[src/rtl/shift_tx_sequencer_if.sv]
// Signal bundle between the word source, the sequencer, the 4-bit universal
// shift register and the downstream serial consumer.
//   master : sequencer side (drives handshake ready, register controls, tx line)
//   slave  : environment side (word source, register A_par[0], line consumer)
//   in_data/in_valid/in_ready          word handshake
//   s1/s0/I_par/MSB_in/LSB_in/A_lsb    shift register control and readback
//   tx_bit/tx_valid/frame_last/busy    serial line and status
interface shift_tx_sequencer_if;
  logic [3:0] in_data;
  logic       in_valid;
  logic       in_ready;
  logic       s1;
  logic       s0;
  logic [3:0] I_par;
  logic       MSB_in;
  logic       LSB_in;
  logic       A_lsb;
  logic       tx_bit;
  logic       tx_valid;
  logic       frame_last;
  logic       busy;

  modport master (
    input  in_data, in_valid, A_lsb,
    output in_ready, s1, s0, I_par, MSB_in, LSB_in,
    output tx_bit, tx_valid, frame_last, busy
  );

  modport slave (
    output in_data, in_valid, A_lsb,
    input  in_ready, s1, s0, I_par, MSB_in, LSB_in,
    input  tx_bit, tx_valid, frame_last, busy
  );
endinterface

[src/rtl/shift_tx_sequencer.sv]
// Upstream sequencer for a 4-bit universal shift register: accepts a word on
// a valid/ready handshake, parallel-loads it into the register, then shifts
// it right so A_par[0] presents the word LSB-first as a framed serial stream,
// followed by GAP_CYCLES idle cycles.
// Ports:
//   CLK      rising-edge clock
//   Clear_b  asynchronous active-low reset (shared with the shift register)
//   bus      shift_tx_sequencer_if.master (handshake, register controls, tx line)
// Parameters: GAP_CYCLES (0..15) idle cycles after each frame;
//             MSB_FILL serial-in value during shifts and idle line level.
// Optional feature: define SHIFT_TX_PARITY_EN to append an even-parity bit
// (frame of 5 bits, parity shifted in through MSB_in).
module shift_tx_sequencer #(
  parameter int unsigned GAP_CYCLES = 2,
  parameter logic        MSB_FILL   = 1'b1
) (
  input logic                  CLK,
  input logic                  Clear_b,
  shift_tx_sequencer_if.master bus
);

`ifdef SHIFT_TX_PARITY_EN
  localparam int unsigned NBITS = 5;
`else
  localparam int unsigned NBITS = 4;
`endif
  localparam int unsigned CNT_W = 3;
  localparam int unsigned GAP_W = 4;
  localparam logic [CNT_W-1:0] BIT_LAST = CNT_W'(NBITS - 1);
  localparam logic [GAP_W-1:0] GAP_LAST = GAP_W'((GAP_CYCLES == 0) ? 0 : GAP_CYCLES - 1);

  typedef enum logic [1:0] {IDLE, LOAD, SHIFT, GAP} state_t;

  state_t           state, state_nxt;
  logic [CNT_W-1:0] bit_cnt, bit_cnt_nxt;
  logic [GAP_W-1:0] gap_cnt, gap_cnt_nxt;
  logic             accept;

  logic [1:0] sel_q, sel_nxt;
  logic       in_ready_q, in_ready_nxt;
  logic       tx_valid_q, tx_valid_nxt;
  logic       frame_last_q, frame_last_nxt;
  logic       busy_q, busy_nxt;
  logic       msb_in_q, msb_in_nxt;
  logic [3:0] i_par_q, i_par_nxt;
`ifdef SHIFT_TX_PARITY_EN
  logic       par_q, par_nxt;
`endif

  assign accept = (state == IDLE) && bus.in_valid;

  // State, counters and registered outputs
  always_ff @(posedge CLK or negedge Clear_b) begin
    if (!Clear_b) begin
      state        <= IDLE;
      bit_cnt      <= '0;
      gap_cnt      <= '0;
      sel_q        <= 2'b00;
      in_ready_q   <= 1'b1;
      tx_valid_q   <= 1'b0;
      frame_last_q <= 1'b0;
      busy_q       <= 1'b0;
      msb_in_q     <= MSB_FILL;
      i_par_q      <= '0;
`ifdef SHIFT_TX_PARITY_EN
      par_q        <= 1'b0;
`endif
    end else begin
      state        <= state_nxt;
      bit_cnt      <= bit_cnt_nxt;
      gap_cnt      <= gap_cnt_nxt;
      sel_q        <= sel_nxt;
      in_ready_q   <= in_ready_nxt;
      tx_valid_q   <= tx_valid_nxt;
      frame_last_q <= frame_last_nxt;
      busy_q       <= busy_nxt;
      msb_in_q     <= msb_in_nxt;
      i_par_q      <= i_par_nxt;
`ifdef SHIFT_TX_PARITY_EN
      par_q        <= par_nxt;
`endif
    end
  end

  // Next-state and counter logic
  always_comb begin
    state_nxt   = state;
    bit_cnt_nxt = '0;
    gap_cnt_nxt = '0;
    case (state)
      IDLE:  if (bus.in_valid) state_nxt = LOAD;
      LOAD:  state_nxt = SHIFT;
      SHIFT: begin
        bit_cnt_nxt = bit_cnt + CNT_W'(1);
        if (bit_cnt == BIT_LAST) state_nxt = (GAP_CYCLES == 0) ? IDLE : GAP;
      end
      GAP: begin
        gap_cnt_nxt = gap_cnt + GAP_W'(1);
        if (gap_cnt == GAP_LAST) state_nxt = IDLE;
      end
      default: state_nxt = IDLE;
    endcase
  end

  // Outputs decoded from the upcoming state so they are registered in step with it
  always_comb begin
    sel_nxt        = 2'b00;
    in_ready_nxt   = 1'b0;
    tx_valid_nxt   = 1'b0;
    frame_last_nxt = 1'b0;
    busy_nxt       = 1'b1;
    msb_in_nxt     = MSB_FILL;
    i_par_nxt      = i_par_q;
`ifdef SHIFT_TX_PARITY_EN
    par_nxt        = par_q;
    if (accept) par_nxt = ^bus.in_data;
`endif
    if (accept) i_par_nxt = bus.in_data;
    case (state_nxt)
      IDLE: begin
        in_ready_nxt = 1'b1;
        busy_nxt     = 1'b0;
      end
      LOAD: sel_nxt = 2'b11;
      SHIFT: begin
        sel_nxt        = 2'b01;
        tx_valid_nxt   = 1'b1;
        frame_last_nxt = (bit_cnt_nxt == BIT_LAST);
`ifdef SHIFT_TX_PARITY_EN
        // Parity enters at the MSB so it reaches A_par[0] after four shifts
        msb_in_nxt     = par_q;
`endif
      end
      default: sel_nxt = 2'b00;
    endcase
  end

  assign bus.s1         = sel_q[1];
  assign bus.s0         = sel_q[0];
  assign bus.in_ready   = in_ready_q;
  assign bus.tx_valid   = tx_valid_q;
  assign bus.frame_last = frame_last_q;
  assign bus.busy       = busy_q;
  assign bus.MSB_in     = msb_in_q;
  assign bus.LSB_in     = 1'b0;
  assign bus.I_par      = i_par_q;
  // Serial line passes the register output straight through during a frame
  assign bus.tx_bit     = tx_valid_q ? bus.A_lsb : MSB_FILL;

endmodule

[src/flat_wrapper.sv]
// flat-port wrapper written by rule: the top's interface ports become plain ports
module shift_tx_sequencer_flat 
#(
  parameter int unsigned GAP_CYCLES = 2,
  parameter logic        MSB_FILL   = 1'b1
)
  (CLK, Clear_b, bus_in_data, bus_in_valid, bus_A_lsb, bus_in_ready, bus_s1, bus_s0, bus_I_par, bus_MSB_in, bus_LSB_in, bus_tx_bit, bus_tx_valid, bus_frame_last, bus_busy);
  shift_tx_sequencer_if bus_i ();
  input logic CLK;
  input logic Clear_b;
  input wire logic [$bits(bus_i.in_data)-1:0] bus_in_data;
  input wire logic [$bits(bus_i.in_valid)-1:0] bus_in_valid;
  input wire logic [$bits(bus_i.A_lsb)-1:0] bus_A_lsb;
  output wire logic [$bits(bus_i.in_ready)-1:0] bus_in_ready;
  output wire logic [$bits(bus_i.s1)-1:0] bus_s1;
  output wire logic [$bits(bus_i.s0)-1:0] bus_s0;
  output wire logic [$bits(bus_i.I_par)-1:0] bus_I_par;
  output wire logic [$bits(bus_i.MSB_in)-1:0] bus_MSB_in;
  output wire logic [$bits(bus_i.LSB_in)-1:0] bus_LSB_in;
  output wire logic [$bits(bus_i.tx_bit)-1:0] bus_tx_bit;
  output wire logic [$bits(bus_i.tx_valid)-1:0] bus_tx_valid;
  output wire logic [$bits(bus_i.frame_last)-1:0] bus_frame_last;
  output wire logic [$bits(bus_i.busy)-1:0] bus_busy;
  assign bus_i.in_data = bus_in_data;
  assign bus_i.in_valid = bus_in_valid;
  assign bus_i.A_lsb = bus_A_lsb;
  assign bus_in_ready = bus_i.in_ready;
  assign bus_s1 = bus_i.s1;
  assign bus_s0 = bus_i.s0;
  assign bus_I_par = bus_i.I_par;
  assign bus_MSB_in = bus_i.MSB_in;
  assign bus_LSB_in = bus_i.LSB_in;
  assign bus_tx_bit = bus_i.tx_bit;
  assign bus_tx_valid = bus_i.tx_valid;
  assign bus_frame_last = bus_i.frame_last;
  assign bus_busy = bus_i.busy;
  shift_tx_sequencer #(.GAP_CYCLES(GAP_CYCLES), .MSB_FILL(MSB_FILL)) u_core (.CLK(CLK), .Clear_b(Clear_b), .bus(bus_i));
endmodule
[config.mk]
export PLATFORM = sky130hd
export DESIGN_NAME = shift_tx_sequencer_flat
export DESIGN_NICKNAME = d
export VERILOG_FILES = /design/src/rtl/shift_tx_sequencer_if.sv /design/src/rtl/shift_tx_sequencer.sv /design/src/flat_wrapper.sv
export SDC_FILE = /design/constraint.sdc
export NUM_CORES = 1
export LEC_CHECK = 0
export ABC_CLOCK_PERIOD_IN_PS = 2900
export CORE_ASPECT_RATIO = 0.9
export CORE_MARGIN = 8
export CORE_UTILIZATION = 58
export DETAILED_ROUTE_END_ITERATION = 8
export DONT_BUFFER_PORTS = 1
export GPL_ROUTABILITY_DRIVEN = 0
export PLACE_DENSITY_LB_ADDON = 0.12
export SLEW_MARGIN = 25
export SYNTH_ARGS = -nofsm -noshare
export SYNTH_HDL_FRONTEND = slang
export SYNTH_SLANG_ARGS = --single-unit
[constraint.sdc]
create_clock -name CLK -period 2.9 [get_ports CLK]
set_input_delay 0.58 -clock CLK [delete_from_list [all_inputs] [get_ports CLK]]
set_output_delay 0.58 -clock CLK [all_outputs]
set_load 0.01 [all_outputs]
==> results.md, run 1 <==
* Inserted Clock Buffers at 3
* Residual DRC at 0
* Core Rows at 13
* Ys async rst share at 100%
* Area contributors post-synth: sky130_fd_sc_hd__dfrtp_1 53%, sky130_fd_sc_hd__ha_1 12%, sky130_fd_sc_hd__mux2_2 5.3%, sky130_fd_sc_hd__dfstp_2 3.1%, sky130_fd_sc_hd__buf_4 2.7%
* Aggregate negative setup slack at 0 ns
* Worst-case setup margin in the final layout at 1.24 ns
* Clock edge transition at the registers on the reported setup and hold paths at 0.10 ns
* Area added between synthesis and finish at 2.67%
* Routed met2 length at 575 um
* Total global-route track usage at 9.53%
* Post-synth EDFFs at 0
* Number of library cell types mapped by synthesis at 25
* Number of pins exceeding their max-slew limit in the final report at 0
* Number of vias after detailed routing at 422
* Post-synthesis net count at 80
* Sink Count at 19
* Remaining max-slew budget at the tightest pin at 48.7%
* Pin slew with the least headroom to its limit at 0.767 ns
* First-pass GRT wire length at 2150 um
* Top-count cell post-synth: sky130_fd_sc_hd__dfrtp_1
* Gate Count Post-Synth at 64
* Fraction of final layout cells sized beyond drive strength 1 at 20.0%
* Vias in the first global route at 428
* Sequential-to-total area share from yosys stat at 56.5%
* Share of Yosys cell area claimed by the top area cell type at 53.4%
* Post-Route M1 WL at 558 um
* Cell area after placement at 828 sq um
* Fin nets at 82
* Count of synthesis-stage warnings from yosys at 0
* Synth top cells by count: 18 x sky130_fd_sc_hd__dfrtp_1, 8 x sky130_fd_sc_hd__ha_1, 6 x sky130_fd_sc_hd__nor2_1, 4 x sky130_fd_sc_hd__mux2_2
* Final Core Density at 61.9%
* Top Layer Used: met4
* Total of fill cells in the finished design at 114
* GR Overflow Total at 0
* Met3 wirelength from detailed routing at 103 um
* Hold buffers post-CTS at 1
* Largest net degree at the start of global routing at 19
* Setup repair after global routing missed its margin: false
* Min-delay worst type: in -> async
* Power per Cell Area at 957 nW/um^2
* Run status: complete, no violations
* Critical path's top delay family: simple AND/OR/NAND/NOR gates
* Max Clock Skew at 0.00394 ns
* Via density per instance at 5.28
* Wirelength per Cell at 15.6 um
* Netlist area before placement at 843 sq um
* Slowest Stage Delay on Critical Path at 0.41 ns
* Die height at 52.2 um
* Upper clock frequency limit at 602 MHz
* Placement Setup Slack at 1.26 ns
* Dpl hpwl at 979 um
* Total Routed Length at 1250 um
* Clock latency on the worst-skew pair at 0.29 ns
* Number of port buffers at 0
* Post-route worst hold slack at 0.114 ns
* Final hold viol count at 0
* Kind of capture point of the worst setup path: register
* Minimum setup slack among reg-to-reg paths at 1.24 ns
* Cell chain of the critical path: inv_1 > ha_1 > nor3b_1 > o22a_2 > ha_1 > and4b_1
* Final cycle utilization of the critical path at 57.3%
* Max cap viols at 0
* Die outline width at 56.2 um
* CP max FO at 4
* Antenna violations before repair at 0
* Total setup violations reported at the end of the flow at 0
* Critical path class: reg -> reg
* Critical-path top delay cell: sky130_fd_sc_hd__dfrtp_1
* Initial core utilization at 60.3%
* Critical path data arrival time at 1.89 ns
* Minimum clock period after layout at 1.66 ns
* Number of buffer and inverter instances along the worst setup path at 1
* Number of resized instances in the post-cts repair step at 0
* Buffers inserted by post-CTS timing repair at 0
* Deepest level of the CTS H-tree at 1
* Drt first pass iters at 2
* Synthesized area divided by synthesized cell count at 13.2 sq um
* Maximum count of clock buffers along a single path at 2
* Cell taking the most area after synthesis: sky130_fd_sc_hd__dfrtp_1
* Kind of start point of the critical path: register
* Area of the die at 2930 sq um
* Static Leak at 0.425 nW
* I/O pins at 21
* Area of the core at 1400 sq um
* Drt initial violations at 2
* CP Data Required Time at 3.13 ns
* TritonCTS clock tree: done
* Root Driver: sky130_fd_sc_hd__clkbuf_4
* Primary FF master, synth: sky130_fd_sc_hd__dfrtp_1
* Design area at 866 sq um
* Worst vdd rail ir drop at 0.621 mV
* Number of diodes at 0
* Antenna-violating nets left at 0
* Number of synthesized register bits at 19
* Most frequent CP cell: sky130_fd_sc_hd__ha_1
worst reg2reg max path: stages, from the launching register on:
cell,delay (ns)
sky130_fd_sc_hd__dfrtp_1,0.41
sky130_fd_sc_hd__inv_1,0.06
sky130_fd_sc_hd__ha_1,0.13
sky130_fd_sc_hd__nor3b_1,0.38
sky130_fd_sc_hd__o22a_2,0.27
sky130_fd_sc_hd__ha_1,0.17
sky130_fd_sc_hd__and4b_1,0.19
layout by cell type, fill, tap and decap left out:
| cell type | netlist | routed |
|---|---|---|
| sky130_fd_sc_hd__ha_1 | 8 | 8 |
| sky130_fd_sc_hd__o22a_2 | 1 | 1 |
| sky130_fd_sc_hd__and3b_2 | 1 | 1 |
| sky130_fd_sc_hd__nand2b_1 | 1 | 1 |
| sky130_fd_sc_hd__mux2i_1 | 2 | 2 |
| sky130_fd_sc_hd__mux2_2 | 4 | 4 |
| sky130_fd_sc_hd__xnor2_1 | 1 | 1 |
| sky130_fd_sc_hd__clkbuf_4 | 0 | 3 |
| sky130_fd_sc_hd__or2b_2 | 1 | 1 |
| sky130_fd_sc_hd__dfrtp_1 | 18 | 18 |
| sky130_fd_sc_hd__and4b_1 | 1 | 1 |
| sky130_fd_sc_hd__nor3b_4 | 1 | 1 |
| sky130_fd_sc_hd__and2_1 | 1 | 1 |
| sky130_fd_sc_hd__nand2_1 | 1 | 1 |
| sky130_fd_sc_hd__a21o_1 | 1 | 1 |
| sky130_fd_sc_hd__nand3b_1 | 1 | 1 |
| sky130_fd_sc_hd__a21oi_1 | 1 | 1 |
| sky130_fd_sc_hd__inv_1 | 3 | 3 |
| sky130_fd_sc_hd__dfstp_2 | 1 | 1 |
| sky130_fd_sc_hd__nand3_1 | 2 | 2 |
| sky130_fd_sc_hd__dlygate4sd3_1 | 0 | 1 |
| sky130_fd_sc_hd__o22ai_1 | 1 | 1 |
| sky130_fd_sc_hd__clkinv_2 | 0 | 1 |
| sky130_fd_sc_hd__conb_1 | 2 | 2 |
| sky130_fd_sc_hd__nor3b_1 | 1 | 1 |
| sky130_fd_sc_hd__nor2_1 | 6 | 6 |
final cells by class:
| cell class | count | area, sq um | share of cell area, % |
|---|---|---|---|
| repair buffers | 1 | 10.0 | 1.16 |
| clock buffers | 3 | 22.5 | 2.60 |
| multi-input cells | 38 | 322 | 37.1 |
| well taps | 15 | 18.8 | 2.17 |
| clock inverters | 1 | 5.00 | 0.578 |
| inverters | 3 | 11.3 | 1.30 |
| flip-flops and latches | 19 | 477 | 55.1 |
power breakdown:
part           internal (mW)  total (mW)  switching (mW)
clock                 0.0513       0.128          0.0764
sequential             0.370       0.477           0.107
combinational          0.112       0.224           0.111
total                  0.534       0.829           0.294
metrics by stage:
step | instances | total power [mW]
2_1_floorplan | 64 | 0.669
3_3_place_gp | 75 | 0.700
3_5_place_dp | 75 | 0.712
4_1_cts | 80 | 0.843
5_1_grt | 80 | 0.902
6_report | 80 | 0.829
sequential cells by signal, summed over array words and instances (netlist names):
signal,flops
u_core.sel_q,2
u_core.bus.I_par,4
u_core.bus.tx_valid,1
u_core.bus.frame_last,1
u_core.gap_cnt,4
u_core.bit_cnt,3
u_core.bus.busy,1
u_core.state,2
u_core.bus.in_ready,1
final timing paths:
path	startpoint	endpoint	depth (start not counted)
setup reg to reg	u_core.gap_cnt[1]$_DFF_PN0_	u_core.bus.frame_last$_DFF_PN0_	6
min in group CLK	bus_in_data[1]	u_core.bus.I_par[1]$_DFFE_PN0P_	1
hold / removal	Clear_b	u_core.bus.in_ready$_DFF_PN1_	0
setup / recovery	u_core.gap_cnt[1]$_DFF_PN0_	u_core.bus.frame_last$_DFF_PN0_	6
max in group asynchronous	Clear_b	u_core.bit_cnt[2]$_DFF_PN0_	1
hold reg to reg	u_core.bit_cnt[0]$_DFF_PN0_	u_core.bit_cnt[0]$_DFF_PN0_	1
metal layers:
| metal | GRT usage, % | up-vias |
|---|---|---|
| met1 | 11.0 | 198 |
| li1 | - | 209 |
| met4 | 3.60 | 0 |
| met3 | 6.07 | 2 |
| met2 | 14.0 | 13 |
| met5 | 0 | - |
cells by family (layout without fill, tap and decap cells):
kind of cell               after synthesis  after routing  synth area share [%]
AOI/OAI and AO/OA                        4              4                  3.41
muxes                                    6              6                  7.71
other                                    2              2                 0.891
buffers and inverters                    7              8                  5.34
DFF                                     19             19                  56.5
and+or+nand+nor                         17             17                  13.2
adders and majority gates                8              8                  11.9
xor gates and xnor gates                 1              1                  1.04
Note: power is estimated with default switching activity, not from simulation.
==> run 2: changes to the inputs <==
ABC_CLOCK_PERIOD_IN_PS = 1700   (was 2900)
clock period = 1.7 ns   (was 2.9 ns; I/O delays follow)
==> results.md, run 2 (synthesis results as in run 1) <==
* Final cycle utilization of the critical path at 94.1% (was 57.3%)
* Aggregate negative setup slack at 0 ns (unchanged)
* Remaining max-slew budget at the tightest pin at 45.7% (was 48.7%)
* Kind of capture point of the worst setup path: register (unchanged)
* Via density per instance at 5.35 (was 5.28)
* Static Leak at 0.442 nW (was 0.425 nW)
* Drt initial violations at 2 (unchanged)
* Min-delay worst type: in -> reg (was in -> async)
* Number of port buffers at 0 (unchanged)
* Critical path class: reg -> reg (unchanged)
* Antenna violations before repair at 0 (unchanged)
* Residual DRC at 0 (unchanged)
* First-pass GRT wire length at 2170 um (was 2150 um)
* Area of the die at 2930 sq um (unchanged)
* Number of diodes at 0 (unchanged)
* Worst reg2reg path startpoint: u_core.gap_cnt[1]$_DFF_PN0_ (unchanged)
* Clock edge transition at the registers on the reported setup and hold paths at 0.10 ns (about the same)
* Run status: complete, no violations (unchanged)
* Most frequent cells in the layout: 18 x sky130_fd_sc_hd__dfrtp_1, 8 x sky130_fd_sc_hd__ha_1, 6 x sky130_fd_sc_hd__nor2_1 (unchanged)
* Initial core utilization at 60.3% (unchanged)
* I/O pins at 21 (unchanged)
* Drt first pass iters at 3 (was 2)
* Wirelength per Cell at 15.0 um (was 15.6 um)
* Final Core Density at 64.8% (was 61.9%)
* Clock latency on the worst-skew pair at 0.29 ns (about the same)
* Area of the core at 1400 sq um (unchanged)
* Upper clock frequency limit at 625 MHz (was 602 MHz)
* CP max FO at 4 (unchanged)
* Kind of start point of the critical path: register (unchanged)
* Cell count after placement at 78 (was 75)
* Antenna-violating nets left at 0 (unchanged)
* Inserted Clock Buffers at 3 (unchanged)
* Final hold viol count at 0 (unchanged)
* Max Clock Skew at 0.00256 ns (was 0.00394 ns)
* Max cap viols at 0 (unchanged)
* Deepest level of the CTS H-tree at 1 (unchanged)
* Die height at 52.2 um (unchanged)
* Setup repair after global routing missed its margin: false (unchanged)
* Dpl hpwl at 970 um (was 979 um)
* Core Rows at 13 (unchanged)
* CP Data Required Time at 1.89 ns (was 3.13 ns)
* Root Driver: sky130_fd_sc_hd__clkbuf_4 (unchanged)
* Critical path data arrival time at 1.79 ns (was 1.89 ns)
* TritonCTS clock tree: done (unchanged)
* Fraction of final layout cells sized beyond drive strength 1 at 25.7% (was 20.0%)
* Final cell count without fillers at 85 (was 80)
* Number of pins exceeding their max-slew limit in the final report at 0 (unchanged)
* Minimum clock period after layout at 1.60 ns (was 1.66 ns)
* Pin slew with the least headroom to its limit at 0.812 ns (was 0.767 ns)
* Hold_sp: bus_in_data[2]
* Power per Cell Area at 1670 nW/um^2 (was 957 nW/um^2)
* Worst vdd rail ir drop at 0.953 mV (was 0.621 mV)
* Number of vias after detailed routing at 455 (was 422)
* GR Overflow Total at 0 (unchanged)
* Largest net degree at the start of global routing at 20 (was 19)
* Fin nets at 87 (was 82)
* Total setup violations reported at the end of the flow at 0 (unchanged)
* Area added between synthesis and finish at 7.42% (was 2.67%)
* Total global-route track usage at 9.49% (was 9.53%)
* Die outline width at 56.2 um (unchanged)
* Vias in the first global route at 455 (was 428)
* Launch point of the worst path: u_core.gap_cnt[1]$_DFF_PN0_ (unchanged)
* Final total power at 1.51 mW (was 829 uW)
* Sink Count at 19 (unchanged)
* Most frequent standard cell in the layout excluding fill and tap cells: sky130_fd_sc_hd__dfrtp_1 (unchanged)
* Maximum count of clock buffers along a single path at 2 (unchanged)
* Total Routed Length at 1280 um (was 1250 um)
run 2: changes by cell type in the layout (fill, tap and decap cells not counted), sizes merged:
| cell | previous run | this run |
|---|---|---|
| clkbuf | 3 | 4 |
| buf | 0 | 5 |
| clkinv | 1 | 0 |
run 2: timing repair:
| action | 4_1_cts | 5_1_grt |
|---|---|---|
| endpoints found under the hold margin | 19 | 0 |
| gates resized for setup | 0 | 1 |
| hold buffers | 1 | 0 |
| setup buffers | 0 | 2 |
| setup endpoints to repair | 0 | 1 |
run 2: per-stage QoR:
stage / hold slack, ns / setup slack (ns) / area, sq um
2_1_floorplan: 0.0444 / 0.228 / 843
6_report: 0.199 / 0.101 / 906
5_1_grt: 0.184 / 0.00875 / 906
4_1_cts: 0.191 / 0.0258 / 887
3_5_place_dp: 0.0449 / 0.0584 / 851
3_3_place_gp: 0.0449 / 0.100 / 851
run 2: layout make-up:
type,instances,area (sq um)
Inverter,3,11.3
Clock buffer,4,26.3
Tap cell,15,18.8
Timing Repair Buffer,6,47.5
Multi-Input combinational cell,38,325
Fill cell,125,493
Sequential cell,19,477
run 2: power breakdown:
group	switching, mW	total [mW]	internal [mW]	leakage, nW
registers	0.181	0.812	0.632	0.232
logic	0.211	0.478	0.267	0.194
clock network	0.128	0.219	0.0911	0.0150
total	0.519	1.51	0.990	0.442
run 2: final timing paths:
kind                       slack (ns)  cells past startpoint                               to
min in group asynchronous        0.58                      1        u_core.state[0]$_DFF_PN0_
min                              0.20                      1  u_core.bus.I_par[2]$_DFFE_PN0P_
max in group asynchronous        0.62                      1      u_core.gap_cnt[2]$_DFF_PN0_
max                              0.10                      7  u_core.bus.frame_last$_DFF_PN0_
min reg2reg                      0.48                      1      u_core.bit_cnt[0]$_DFF_PN0_
max reg2reg                      0.10                      7  u_core.bus.frame_last$_DFF_PN0_
run 2: critical path, stage by stage, from the launching register on:
cell and delay, ns:
sky130_fd_sc_hd__dfrtp_1 0.38, sky130_fd_sc_hd__inv_1 0.05, sky130_fd_sc_hd__ha_1 0.17, sky130_fd_sc_hd__nor3b_1 0.13, sky130_fd_sc_hd__buf_4 0.14, sky130_fd_sc_hd__o22a_2 0.25, sky130_fd_sc_hd__ha_1 0.21, sky130_fd_sc_hd__and4b_1 0.17
run 2: per-layer routing:
| layer | vias up | GRT usage (%) | part of all wire [%] |
|---|---|---|---|
| met3 | 2 | 3.40 | 6.3 |
| met1 | 223 | 11.5 | 45 |
| met2 | 9 | 14.2 | 48 |
| li1 | 221 | - | - |
| met5 | - | 0 | 0 |
| met4 | 0 | 6.00 | 0.94 |
